$ cat config.mk
export PLATFORM = sky130hd
export DESIGN_NAME = multicycle_control_unit
export DESIGN_NICKNAME = d
export VERILOG_FILES = /design/src/rtl/multicycle_control_unit_pkg.sv /design/src/rtl/control_opcode_decode.sv /design/src/rtl/multicycle_control_unit.sv
export SDC_FILE = /design/constraint.sdc
export NUM_CORES = 1
export LEC_CHECK = 0
export ABC_AREA = 1
export BUFFER_PORTS_ARGS = -buffer_cell sky130_fd_sc_hd__buf_2
export CAP_MARGIN = 0
export CORE_ASPECT_RATIO = 0.9
export CORE_MARGIN = 2
export CORE_UTILIZATION = 40
export CTS_BUF_LIST = sky130_fd_sc_hd__clkbuf_4
export CTS_CLUSTER_SIZE = 8
export DETAILED_ROUTE_END_ITERATION = 16
export GPL_ROUTABILITY_DRIVEN = 0
export PLACE_DENSITY = 0.58
export SYNTH_ARGS = -nofsm -noshare
export SYNTH_HDL_FRONTEND = slang
export SYNTH_SLANG_ARGS = --single-unit
$ cat constraint.sdc
create_clock -name clock -period 3 [get_ports clock]
set_clock_uncertainty 0.05 [all_clocks]
set_input_delay 0 -clock clock [delete_from_list [all_inputs] [get_ports clock]]
set_output_delay 0 -clock clock [all_outputs]
set_load 0.05 [all_outputs]
$ cat src/rtl/multicycle_control_unit_pkg.sv
// Shared encodings for the multi-cycle control unit: opcodes, FSM states,
// ALU operations, writeback sources and the decoded control bundle.
package multicycle_control_unit_pkg;

  localparam int unsigned OPC_W = 5;
  localparam int unsigned ALU_W = 4;
  localparam int unsigned CNT_W = 4;
  localparam int unsigned WB_W  = 2;

  localparam logic [OPC_W-1:0] OP_ADD  = 5'd0;
  localparam logic [OPC_W-1:0] OP_ADDI = 5'd1;
  localparam logic [OPC_W-1:0] OP_SUB  = 5'd2;
  localparam logic [OPC_W-1:0] OP_SUBI = 5'd3;
  localparam logic [OPC_W-1:0] OP_NOP  = 5'd4;
  localparam logic [OPC_W-1:0] OP_HALT = 5'd5;
  localparam logic [OPC_W-1:0] OP_JUMP = 5'd6;
  localparam logic [OPC_W-1:0] OP_BEQ  = 5'd7;
  localparam logic [OPC_W-1:0] OP_BNE  = 5'd8;
  localparam logic [OPC_W-1:0] OP_SLT  = 5'd9;
  localparam logic [OPC_W-1:0] OP_LW   = 5'd10;
  localparam logic [OPC_W-1:0] OP_SW   = 5'd11;
  localparam logic [OPC_W-1:0] OP_IN   = 5'd12;
  localparam logic [OPC_W-1:0] OP_OUT  = 5'd13;
  localparam logic [OPC_W-1:0] OP_LI   = 5'd14;
  localparam logic [OPC_W-1:0] OP_AND  = 5'd15;
  localparam logic [OPC_W-1:0] OP_ANDI = 5'd16;
  localparam logic [OPC_W-1:0] OP_OR   = 5'd17;
  localparam logic [OPC_W-1:0] OP_ORI  = 5'd18;
  localparam logic [OPC_W-1:0] OP_NOT  = 5'd19;
  localparam logic [OPC_W-1:0] OP_XOR  = 5'd20;
  localparam logic [OPC_W-1:0] OP_XORI = 5'd21;
  localparam logic [OPC_W-1:0] OP_SLL  = 5'd22;
  localparam logic [OPC_W-1:0] OP_SRL  = 5'd23;

  localparam logic [ALU_W-1:0] ALU_ADD = 4'd0;
  localparam logic [ALU_W-1:0] ALU_SUB = 4'd1;
  localparam logic [ALU_W-1:0] ALU_SLT = 4'd2;
  localparam logic [ALU_W-1:0] ALU_NOT = 4'd3;
  localparam logic [ALU_W-1:0] ALU_AND = 4'd4;
  localparam logic [ALU_W-1:0] ALU_OR  = 4'd5;
  localparam logic [ALU_W-1:0] ALU_XOR = 4'd6;
  localparam logic [ALU_W-1:0] ALU_SLL = 4'd7;
  localparam logic [ALU_W-1:0] ALU_SRL = 4'd8;
  localparam logic [ALU_W-1:0] ALU_LI  = 4'd9;

  localparam logic [WB_W-1:0] WB_ALU = 2'd0;
  localparam logic [WB_W-1:0] WB_MEM = 2'd1;
  localparam logic [WB_W-1:0] WB_IN  = 2'd2;

  typedef enum logic [2:0] {
    ST_FETCH     = 3'd0,
    ST_DECODE    = 3'd1,
    ST_EXECUTE   = 3'd2,
    ST_MEMORY    = 3'd3,
    ST_WRITEBACK = 3'd4,
    ST_WAIT_IN   = 3'd5,
    ST_HALTED    = 3'd6
  } state_t;

  typedef enum logic [3:0] {
    CLS_ALU, CLS_LOAD, CLS_STORE, CLS_BEQ, CLS_BNE, CLS_JUMP,
    CLS_IN, CLS_OUT, CLS_HALT, CLS_NOP, CLS_ILLEGAL
  } instr_class_t;

  typedef struct packed {
    instr_class_t     cls;
    logic [ALU_W-1:0] aluop;
    logic             alu_src;
    logic             reg_dst;
    logic [WB_W-1:0]  wb_sel;
  } ctrl_t;

  function automatic ctrl_t mk_ctrl(input instr_class_t cls, input logic [ALU_W-1:0] aluop,
                                    input logic alu_src, input logic reg_dst,
                                    input logic [WB_W-1:0] wb_sel);
    ctrl_t c;
    c.cls     = cls;
    c.aluop   = aluop;
    c.alu_src = alu_src;
    c.reg_dst = reg_dst;
    c.wb_sel  = wb_sel;
    return c;
  endfunction

endpackage

$ cat src/rtl/control_opcode_decode.sv
// Static opcode map: instruction class, ALU op and datapath selectors.
// Immediate forms, lw and in write the rt field; everything else writes rd.
module control_opcode_decode
  import multicycle_control_unit_pkg::*;
(
  input  logic [OPC_W-1:0] opcode,
  input  logic             upper_set,
  output ctrl_t            ctrl
);

  always_comb begin
    ctrl = mk_ctrl(CLS_ILLEGAL, ALU_ADD, 1'b0, 1'b0, WB_ALU);
    if (!upper_set) begin
      case (opcode)
        OP_ADD:  ctrl = mk_ctrl(CLS_ALU,   ALU_ADD, 1'b0, 1'b0, WB_ALU);
        OP_ADDI: ctrl = mk_ctrl(CLS_ALU,   ALU_ADD, 1'b1, 1'b1, WB_ALU);
        OP_SUB:  ctrl = mk_ctrl(CLS_ALU,   ALU_SUB, 1'b0, 1'b0, WB_ALU);
        OP_SUBI: ctrl = mk_ctrl(CLS_ALU,   ALU_SUB, 1'b1, 1'b1, WB_ALU);
        OP_NOP:  ctrl = mk_ctrl(CLS_NOP,   ALU_ADD, 1'b0, 1'b0, WB_ALU);
        OP_HALT: ctrl = mk_ctrl(CLS_HALT,  ALU_ADD, 1'b0, 1'b0, WB_ALU);
        OP_JUMP: ctrl = mk_ctrl(CLS_JUMP,  ALU_ADD, 1'b0, 1'b0, WB_ALU);
        OP_BEQ:  ctrl = mk_ctrl(CLS_BEQ,   ALU_SUB, 1'b0, 1'b0, WB_ALU);
        OP_BNE:  ctrl = mk_ctrl(CLS_BNE,   ALU_SUB, 1'b0, 1'b0, WB_ALU);
        OP_SLT:  ctrl = mk_ctrl(CLS_ALU,   ALU_SLT, 1'b0, 1'b0, WB_ALU);
        OP_LW:   ctrl = mk_ctrl(CLS_LOAD,  ALU_ADD, 1'b1, 1'b1, WB_MEM);
        OP_SW:   ctrl = mk_ctrl(CLS_STORE, ALU_ADD, 1'b1, 1'b0, WB_ALU);
        OP_IN:   ctrl = mk_ctrl(CLS_IN,    ALU_ADD, 1'b0, 1'b1, WB_IN);
        OP_OUT:  ctrl = mk_ctrl(CLS_OUT,   ALU_ADD, 1'b0, 1'b0, WB_ALU);
        OP_LI:   ctrl = mk_ctrl(CLS_ALU,   ALU_LI,  1'b1, 1'b1, WB_ALU);
        OP_AND:  ctrl = mk_ctrl(CLS_ALU,   ALU_AND, 1'b0, 1'b0, WB_ALU);
        OP_ANDI: ctrl = mk_ctrl(CLS_ALU,   ALU_AND, 1'b1, 1'b1, WB_ALU);
        OP_OR:   ctrl = mk_ctrl(CLS_ALU,   ALU_OR,  1'b0, 1'b0, WB_ALU);
        OP_ORI:  ctrl = mk_ctrl(CLS_ALU,   ALU_OR,  1'b1, 1'b1, WB_ALU);
        OP_NOT:  ctrl = mk_ctrl(CLS_ALU,   ALU_NOT, 1'b0, 1'b0, WB_ALU);
        OP_XOR:  ctrl = mk_ctrl(CLS_ALU,   ALU_XOR, 1'b0, 1'b0, WB_ALU);
        OP_XORI: ctrl = mk_ctrl(CLS_ALU,   ALU_XOR, 1'b1, 1'b1, WB_ALU);
        OP_SLL:  ctrl = mk_ctrl(CLS_ALU,   ALU_SLL, 1'b0, 1'b0, WB_ALU);
        OP_SRL:  ctrl = mk_ctrl(CLS_ALU,   ALU_SRL, 1'b0, 1'b0, WB_ALU);
        default: ;
      endcase
    end
  end

endmodule

$ cat src/rtl/multicycle_control_unit.sv
// Multi-cycle instruction sequencer: walks each instruction through
// FETCH/DECODE/EXECUTE/MEMORY/WRITEBACK and emits per-state datapath strobes.
module multicycle_control_unit
  import multicycle_control_unit_pkg::*;
#(
  parameter int unsigned OPCODE_WIDTH = 5,
  parameter int unsigned ALUOP_WIDTH  = 4,
  parameter int unsigned MEM_LATENCY  = 2
) (
  input  logic                    clock,
  input  logic                    reset,
  input  logic [OPCODE_WIDTH-1:0] opcode,
  input  logic                    zero_alu,
  input  logic                    in_valid,
  input  logic                    resume,
  output logic                    pc_write_enabled,
  output logic                    instruction_write_enabled,
  output logic                    pc_selector,
  output logic                    register_destiny_selector,
  output logic                    register_write_enabled,
  output logic                    alu_input2_selector,
  output logic [ALUOP_WIDTH-1:0]  aluop_selector,
  output logic                    memory_write_enabled,
  output logic                    output_write_enabled,
  output logic [1:0]              alu_mem_output_selector,
  output logic                    in_ack,
  output logic                    halted,
  output logic                    illegal_opcode,
  output logic [2:0]              state
);

  localparam logic [CNT_W-1:0] CNT_LOAD = CNT_W'(MEM_LATENCY - 1);

  state_t           state_q, state_d;
  logic [OPC_W-1:0] opcode_q, opcode_lo, dec_opcode;
  logic             upper_set, dec_upper;
  logic [CNT_W-1:0] cnt_q;
  ctrl_t            ctrl;

  assign opcode_lo = OPC_W'(opcode);
  assign upper_set = (opcode >> OPC_W) != '0;

  // DECODE looks at the live opcode; later states use the latched copy.
  assign dec_opcode = (state_q == ST_DECODE) ? opcode_lo : opcode_q;
  assign dec_upper  = (state_q == ST_DECODE) && upper_set;

  control_opcode_decode u_decode (
    .opcode    (dec_opcode),
    .upper_set (dec_upper),
    .ctrl      (ctrl)
  );

  assign state = state_q;

  always_ff @(posedge clock or posedge reset) begin
    if (reset) begin
      state_q  <= ST_FETCH;
      opcode_q <= OP_NOP;
      cnt_q    <= '0;
    end else begin
      state_q <= state_d;
      if (state_q == ST_DECODE) begin
        opcode_q <= (ctrl.cls == CLS_ILLEGAL) ? OP_NOP : opcode_lo;
      end
      if (state_q == ST_EXECUTE) begin
        cnt_q <= CNT_LOAD;
      end else if (state_q == ST_MEMORY && cnt_q != '0) begin
        cnt_q <= cnt_q - CNT_W'(1);
      end
    end
  end

  // Reset gates every output so FETCH strobes only appear after release.
  always_comb begin
    state_d                   = state_q;
    pc_write_enabled          = 1'b0;
    instruction_write_enabled = 1'b0;
    pc_selector               = 1'b0;
    register_destiny_selector = 1'b0;
    register_write_enabled    = 1'b0;
    alu_input2_selector       = 1'b0;
    aluop_selector            = '0;
    memory_write_enabled      = 1'b0;
    output_write_enabled      = 1'b0;
    alu_mem_output_selector   = '0;
    in_ack                    = 1'b0;
    halted                    = 1'b0;
    illegal_opcode            = 1'b0;
    if (!reset) begin
      case (state_q)
        ST_FETCH: begin
          instruction_write_enabled = 1'b1;
          pc_write_enabled          = 1'b1;
          state_d                   = ST_DECODE;
        end
        ST_DECODE: begin
          case (ctrl.cls)
            CLS_NOP:     state_d = ST_FETCH;
            CLS_HALT:    state_d = ST_HALTED;
            CLS_IN:      state_d = ST_WAIT_IN;
            CLS_ILLEGAL: begin
              illegal_opcode = 1'b1;
              state_d        = ST_FETCH;
            end
            default:     state_d = ST_EXECUTE;
          endcase
        end
        ST_EXECUTE: begin
          aluop_selector      = ALUOP_WIDTH'(ctrl.aluop);
          alu_input2_selector = ctrl.alu_src;
          state_d             = ST_FETCH;
          case (ctrl.cls)
            CLS_ALU:   state_d = ST_WRITEBACK;
            CLS_LOAD,
            CLS_STORE: state_d = ST_MEMORY;
            CLS_JUMP: begin
              pc_write_enabled = 1'b1;
              pc_selector      = 1'b1;
            end
            CLS_BEQ: begin
              pc_write_enabled = zero_alu;
              pc_selector      = zero_alu;
            end
            CLS_BNE: begin
              pc_write_enabled = !zero_alu;
              pc_selector      = !zero_alu;
            end
            CLS_OUT:   output_write_enabled = 1'b1;
            default: ;
          endcase
        end
        ST_MEMORY: begin
          // Counter was loaded on entry, so CNT_LOAD marks the first cycle.
          memory_write_enabled = (ctrl.cls == CLS_STORE) && (cnt_q == CNT_LOAD);
          if (cnt_q == '0) begin
            state_d = (ctrl.cls == CLS_STORE) ? ST_FETCH : ST_WRITEBACK;
          end
        end
        ST_WRITEBACK: begin
          register_write_enabled    = 1'b1;
          register_destiny_selector = ctrl.reg_dst;
          alu_mem_output_selector   = ctrl.wb_sel;
          state_d                   = ST_FETCH;
        end
        ST_WAIT_IN: begin
          if (in_valid) begin
            in_ack  = 1'b1;
            state_d = ST_WRITEBACK;
          end
        end
        ST_HALTED: begin
          halted = 1'b1;
          if (resume) begin
            state_d = ST_FETCH;
          end
        end
        default: state_d = ST_FETCH;
      endcase
    end
  end

endmodule

After elaboration in Yosys (flattened, before gate mapping)
Cells that the tools add are included.
{"block": "totals", "regBits": 12, "in_bits": 10, "output_inout_bits": 20}
{"block": "classes", "add_sub_neg": 1, "n_eq_ne": 43, "mux": 42, "bitwise_logic": 1, "n_reduce_logical": 12}
{"op": "12-bit case mux with 24 select lines", "n": 1}
{"op": "5-bit by 4-bit == test with 1-bit output, second input constant", "n": 8}
{"op": "5-bit == test, second input constant", "n": 8}
{"op": "1-bit 2-to-1 mux", "n": 24}
{"op": "5-bit by 3-bit == test with 1-bit output, second input constant", "n": 4}
{"op": "3-bit case mux with 6 select lines", "n": 1}
{"op": "4-bit by 3-bit == test with 1-bit output, second input constant", "n": 4}
{"op": "4-bit 2-to-1 mux", "n": 4}
{"op": "4-bit == test, second input constant", "n": 3}
{"op": "3-bit 2-to-1 mux", "n": 4}
{"op": "5-bit by 2-bit == test with 1-bit output, second input constant", "n": 2}
{"op": "5-bit 2-to-1 mux", "n": 2}
{"op": "3-bit == test, second input constant", "n": 3}
{"op": "3-bit case mux with 3 select lines", "n": 1}
{"op": "4-bit by 1-bit == test with 1-bit output, second input constant", "n": 2}
{"op": "4-bit by 2-bit == test with 1-bit output, second input constant", "n": 2}
{"op": "4-bit zero test", "n": 2}
{"op": "3-bit by 2-bit == test with 1-bit output, second input constant", "n": 2}
{"op": "3-bit case mux with 2 select lines", "n": 1}
{"op": "5-bit by 1-bit == test with 1-bit output, second input constant", "n": 1}
{"op": "5-bit zero test", "n": 1}
{"op": "2-bit 2-to-1 mux", "n": 2}
{"op": "2-bit inequality test, second input constant", "n": 2}
{"op": "4-bit AND reduction", "n": 1}
{"op": "12 further kinds", "n": 14}

Longest topological paths before layout
{"block": "logic_depth", "word_depth": 8, "ltp_mapped": 15, "depth_no_buf": 14}

Hierarchy
From an unflattened synthesis, not the netlist that was laid out.
{"block": "unflattened", "cells_unflattened": 227, "area_unflattened_um2": 1356.3}
{"module": "multicycle_control_unit", "n_inst": 1, "cells_each": 154, "area_per_inst_um2": 989.7, "seq_area_each_um2": 301.5}
{"module": "control_opcode_decode", "n_inst": 1, "cells_each": 73, "area_per_inst_um2": 366.6, "seq_area_each_um2": 0.0}

Worst setup path after synthesis
No wires, ideal clock.
{"block": "synth_timing", "path_type": "register to output", "start": "register state_q[0], in the netlist state[0]", "end": "output port alu_mem_output_selector[0]", "arrival_time_ps": 3471, "required_time_ps": 2950, "setup_slack_ps": -521, "path_stages_with_launch": 5, "n_path_buf": 1, "path_cell_list": "dfrtp_1 > buf_4 > nor4_1 > nand2_1 > nor2_1"}
{"block": "synth_between", "elab_chain_cells": 6, "elab_cells_between_ends": 30}
{"item": "start, declared", "line": "multicycle_control_unit.sv:34", "rtl": "state_t state_q, state_d;"}
{"item": "start signal, assigned", "line": "multicycle_control_unit.sv:61", "rtl": "state_q <= state_d;"}
{"item": "3-bit by 1-bit == test with 1-bit output", "line": "multicycle_control_unit.sv:44", "rtl": "assign dec_opcode = (state_q == ST_DECODE) ? opcode_lo : opcode_q;"}
{"item": "5-bit 2-to-1 mux", "line": "multicycle_control_unit.sv:44"}
{"item": "5-bit == test, or another cell as far along", "line": "control_opcode_decode.sv:14", "rtl": "case (opcode)"}
{"item": "12-bit case mux with 24 select lines", "line": "control_opcode_decode.sv:14"}
{"item": "2-bit 2-to-1 mux *", "line": "multicycle_control_unit.sv:90", "rtl": "case (state_q)"}
{"item": "2-bit 2-to-1 mux *", "line": "multicycle_control_unit.sv:89", "rtl": "if (!reset) begin"}
{"item": "end, declared", "line": "multicycle_control_unit.sv:25", "rtl": "output logic [1:0] alu_mem_output_selector,"}
Mark *: on every way between the ends. The rest lies on a longest branch, timed or not.

Worst setup path after layout
{"block": "layout_timing", "start": "register state_q[2], in the netlist state[2]", "end": "output port alu_input2_selector"}
{"block": "layout_between", "elab_chain_cells": 6, "elab_cells_between_ends": 30}
{"item": "3-bit by 1-bit == test with 1-bit output", "line": "multicycle_control_unit.sv:44"}
{"item": "5-bit 2-to-1 mux", "line": "multicycle_control_unit.sv:44"}
{"item": "5-bit == test, or another cell as far along", "line": "control_opcode_decode.sv:14"}
{"item": "12-bit case mux with 24 select lines", "line": "control_opcode_decode.sv:14"}
{"item": "1-bit 2-to-1 mux *", "line": "multicycle_control_unit.sv:90"}
{"item": "1-bit 2-to-1 mux *", "line": "multicycle_control_unit.sv:89"}
{"item": "end, declared", "line": "multicycle_control_unit.sv:21", "rtl": "output logic alu_input2_selector,"}
Marked as above.

==> impl_metrics.ini <==
[sta]
timing.hold.ws_ns = 0.0514
fmax_mhz = 367
rsz0062_at_grt = false
worst_pin_slew_ns = 0.560
post-route-min-period_ns = 2.73
slew_violations = 0
period_share_pct = 90.9
hold_viol_final = 0
setup_violations = 0
slew_headroom_pct = 62.6
fin_setup_tns_ns = 0

[place]
dp.cells = 273
portBuffers = 29
dp_hpwl_um = 2890

[route]
antenna_left = 0
drt_iter0_markers = 112
viasPerCell = 5.28
wire_per_inst_um = 13.1
via_count = 1467
drt_first_pass_iters = 4
drt-total-wl_um = 3630
drc = 0

[cells_and_area]
antenna_cells = 0
drive_above_1_share_pct = 27.5
final_util_pct = 49.6
syn_to_final_growth_pct = 15.8
fin_cells = 278
fin_nets = 249

[worst_setup_path]
critical-path-top-delay-family = simple AND/OR/NAND/NOR gates
cp.required_ns = 2.95
cp_max_fo = 12
r2r_slack_ns = 0.64
startpoint_type = flop
worstRegToRegCells = 14
crit_slowest_cell = dfrtp_1
end_kind = output port
cp_num_buf_inv = 4
path_cells = nor2_4, nand2_4, nand2_1, nand2_4, inv_2, nand2_4, nor2_2, inv_1, nor2_1, inv_1, nand3_1, nor3_1, nor2_1, buf_2
crit_top_cell = nand2_4
r2r-end = state[2]
worstPathArrival_ns = 2.68
crit-reg2reg-launch = state[2]
path_class = flop to output port
cp_slowest_stage_delay_ns = 0.49

[run]
cap_violations = 0

[yosys]
syn_inst = 205
synth-seq-area-share_pct = 22.6
syn-cell-area_mm2 = 0.00133
yosys.cell_types.count = 31
yosys_warnings = 0
synth_nets = 217
ys_ff_latch = 12
synth.avg_cell_area_um2 = 6.51

[cts]
clk_pin_slew_ns = 0.09
htree_levels = 1
cts_setup_buffers = 0
cts.sinks = 12
numCtsBuffers = 3
cts_buffer_depth = 2
root_buffer = clkbuf_4
cts_tree = built
clock_latency_ns = 0.29

[die]
fp.dieH_um = 58.8
coreArea_mm2 = 0.00311
io_pins = 30
dieArea_mm2 = 0.00381
rows = 19
die_x_um = 64.9
start_util_pct = 42.8

[grt]
grt_max_degree = 16
antenna_found_initial = 0
grt-ovfl-total = 0
grt_pass1_vias = 1358
grt.total_usage_pct = 20.6
grt_pass1_wl_um = 6180

[worst_hold_path]
whs_endpoint = opcode_q[2]
hp-start = opcode[2]
hold_depth = 5
hold_path_class = input pin to flop

[power_and_ir_drop]
p_leak_nw = 0.835
ir_drop_mv = 0.565
cellPowerDensity_mw_per_mm2 = 1320

[run_status]
outcome = finished, final reports clean
[through the flow]
step | worst slack [ns] | total power, mW | cell area [um^2]
after CTS | 0.286 | 2.02 | 1540
after detailed placement | 0.614 | 1.90 | 1510
after floorplan | 0.135 | 1.64 | 1340
after global routing | 0.0432 | 2.22 | 1540
final | 0.274 | 2.03 | 1540
after global placement | 0.628 | 1.90 | 1510
[cells in the final DEF (no fill, tap or decap)]
cell type,netlist,final
nand3_2,1,1
inv_2,3,3
clkbuf_4,0,3
o21ai_1,1,1
a21oi_1,7,7
nor2_1,25,25
a41oi_1,1,1
a211oi_2,1,1
ha_1,2,2
nor2_4,5,5
clkinv_1,0,1
nand3_1,23,23
inv_4,1,1
nand2_2,9,9
o21ai_0,11,11
dfrtp_1,11,11
nor4_2,0,1
xor2_1,1,1
dlygate4sd3_1,0,1
nor3_1,8,8
nand2_4,8,8
o211ai_1,2,2
inv_1,31,31
or2_1,1,1
o31ai_1,1,1
nand2_1,39,39
nand3b_1,1,1
o21ai_4,1,1
nor2_2,1,1
nand4_1,4,4
dfstp_2,1,1
nor2_8,1,1
buf_2,0,29
[cells in the mapped netlist]
| cell | count | area (um^2) |
|---|---|---|
| buf_6 | 2 | 22.5 |
| nand4_1 | 4 | 25.0 |
| nand2_1 | 39 | 146 |
| nand2_2 | 9 | 56.3 |
| o21ai_0 | 11 | 55.1 |
| nand3_2 | 1 | 10.0 |
| ha_1 | 2 | 25.0 |
| o21ai_1 | 1 | 5.00 |
| xor2_1 | 1 | 8.76 |
| nor2_4 | 5 | 56.3 |
| or2_1 | 1 | 6.26 |
| dfrtp_1 | 11 | 275 |
| buf_4 | 1 | 7.51 |
| inv_2 | 3 | 11.3 |
| nor2_2 | 1 | 6.26 |
| inv_4 | 1 | 6.26 |
| nor3_1 | 8 | 40.0 |
| o31ai_1 | 1 | 7.51 |
| nor2_1 | 25 | 93.8 |
| o211ai_1 | 2 | 15.0 |
| nand3_1 | 23 | 115 |
| nand3b_1 | 1 | 7.51 |
| a41oi_1 | 1 | 8.76 |
| dfstp_2 | 1 | 26.3 |
| a211oi_2 | 1 | 12.5 |
| inv_1 | 31 | 116 |
| a21oi_1 | 7 | 35.0 |
| nand2_4 | 8 | 90.1 |
| nor2_8 | 1 | 20.0 |
| o21ai_4 | 1 | 16.3 |
| nor4_1 | 1 | 6.26 |
[report_power, final]
part	internal, mW	switching (mW)
Combinational	0.438	1.15
Sequential	0.240	0.0920
Clock	0.0483	0.0633
[worst reg2reg max path, delay by kind of cell, from the launching register on]
family / cells / cell delay [ns]
buffers and inverters: 1 / 0.22
flip-flops: 1 / 0.49
AND/OR/NAND/NOR: 13 / 1.49
[worst max path at each step]
stage / startpoint / endpoint / slack [ns] / depth (start not counted)
after floorplan: state[2] / alu_mem_output_selector[0] / 0.14 / 4
after global placement: state[2] / alu_input2_selector / 0.63 / 14
after detailed placement: state[2] / alu_input2_selector / 0.61 / 14
after CTS: state[2] / alu_input2_selector / 0.29 / 14
after global routing: state[2] / alu_input2_selector / 0.04 / 14
final: state[2] / alu_input2_selector / 0.27 / 14
[metal layers]
metal | wire length [um] | up-vias | track usage (%)
met3 | 293 | 2 | 4.40
met2 | 1610 | 61 | 32.8
met1 | 1720 | 682 | 29.3
li1 | - | 722 | -
met5 | 0 | - | 0
met4 | 4 | 0 | 3.04
[area by class of cell]
cell class              count  area (um^2)
clock buffers               3         22.5
clock inverters             1         3.75
fillers                   313         1570
inverters                  35          134
multi-input cells         155          875
flip-flops and latches     12          302
well taps                  42         52.6
repair buffers             30          155
[flip-flops by register name (all words and copies together), names as in the netlist]
signal	cells
state	3
cnt_q	4
opcode_q	5
[cell families after synthesis]
kind of cell,Yosys count,synth area share [%]
xor+xnor,1,0.657
compound gates,25,11.6
fa+ha+maj,2,1.88
flops,12,22.6
buf+inv,38,12.3
simple gates,127,50.9
[repair_timing]
action	4_1_cts	5_1_grt
hold buffers	1	0
hold endpoints to repair	11	0
gates resized for setup	0	0
(Power assumes the default switching activity.)
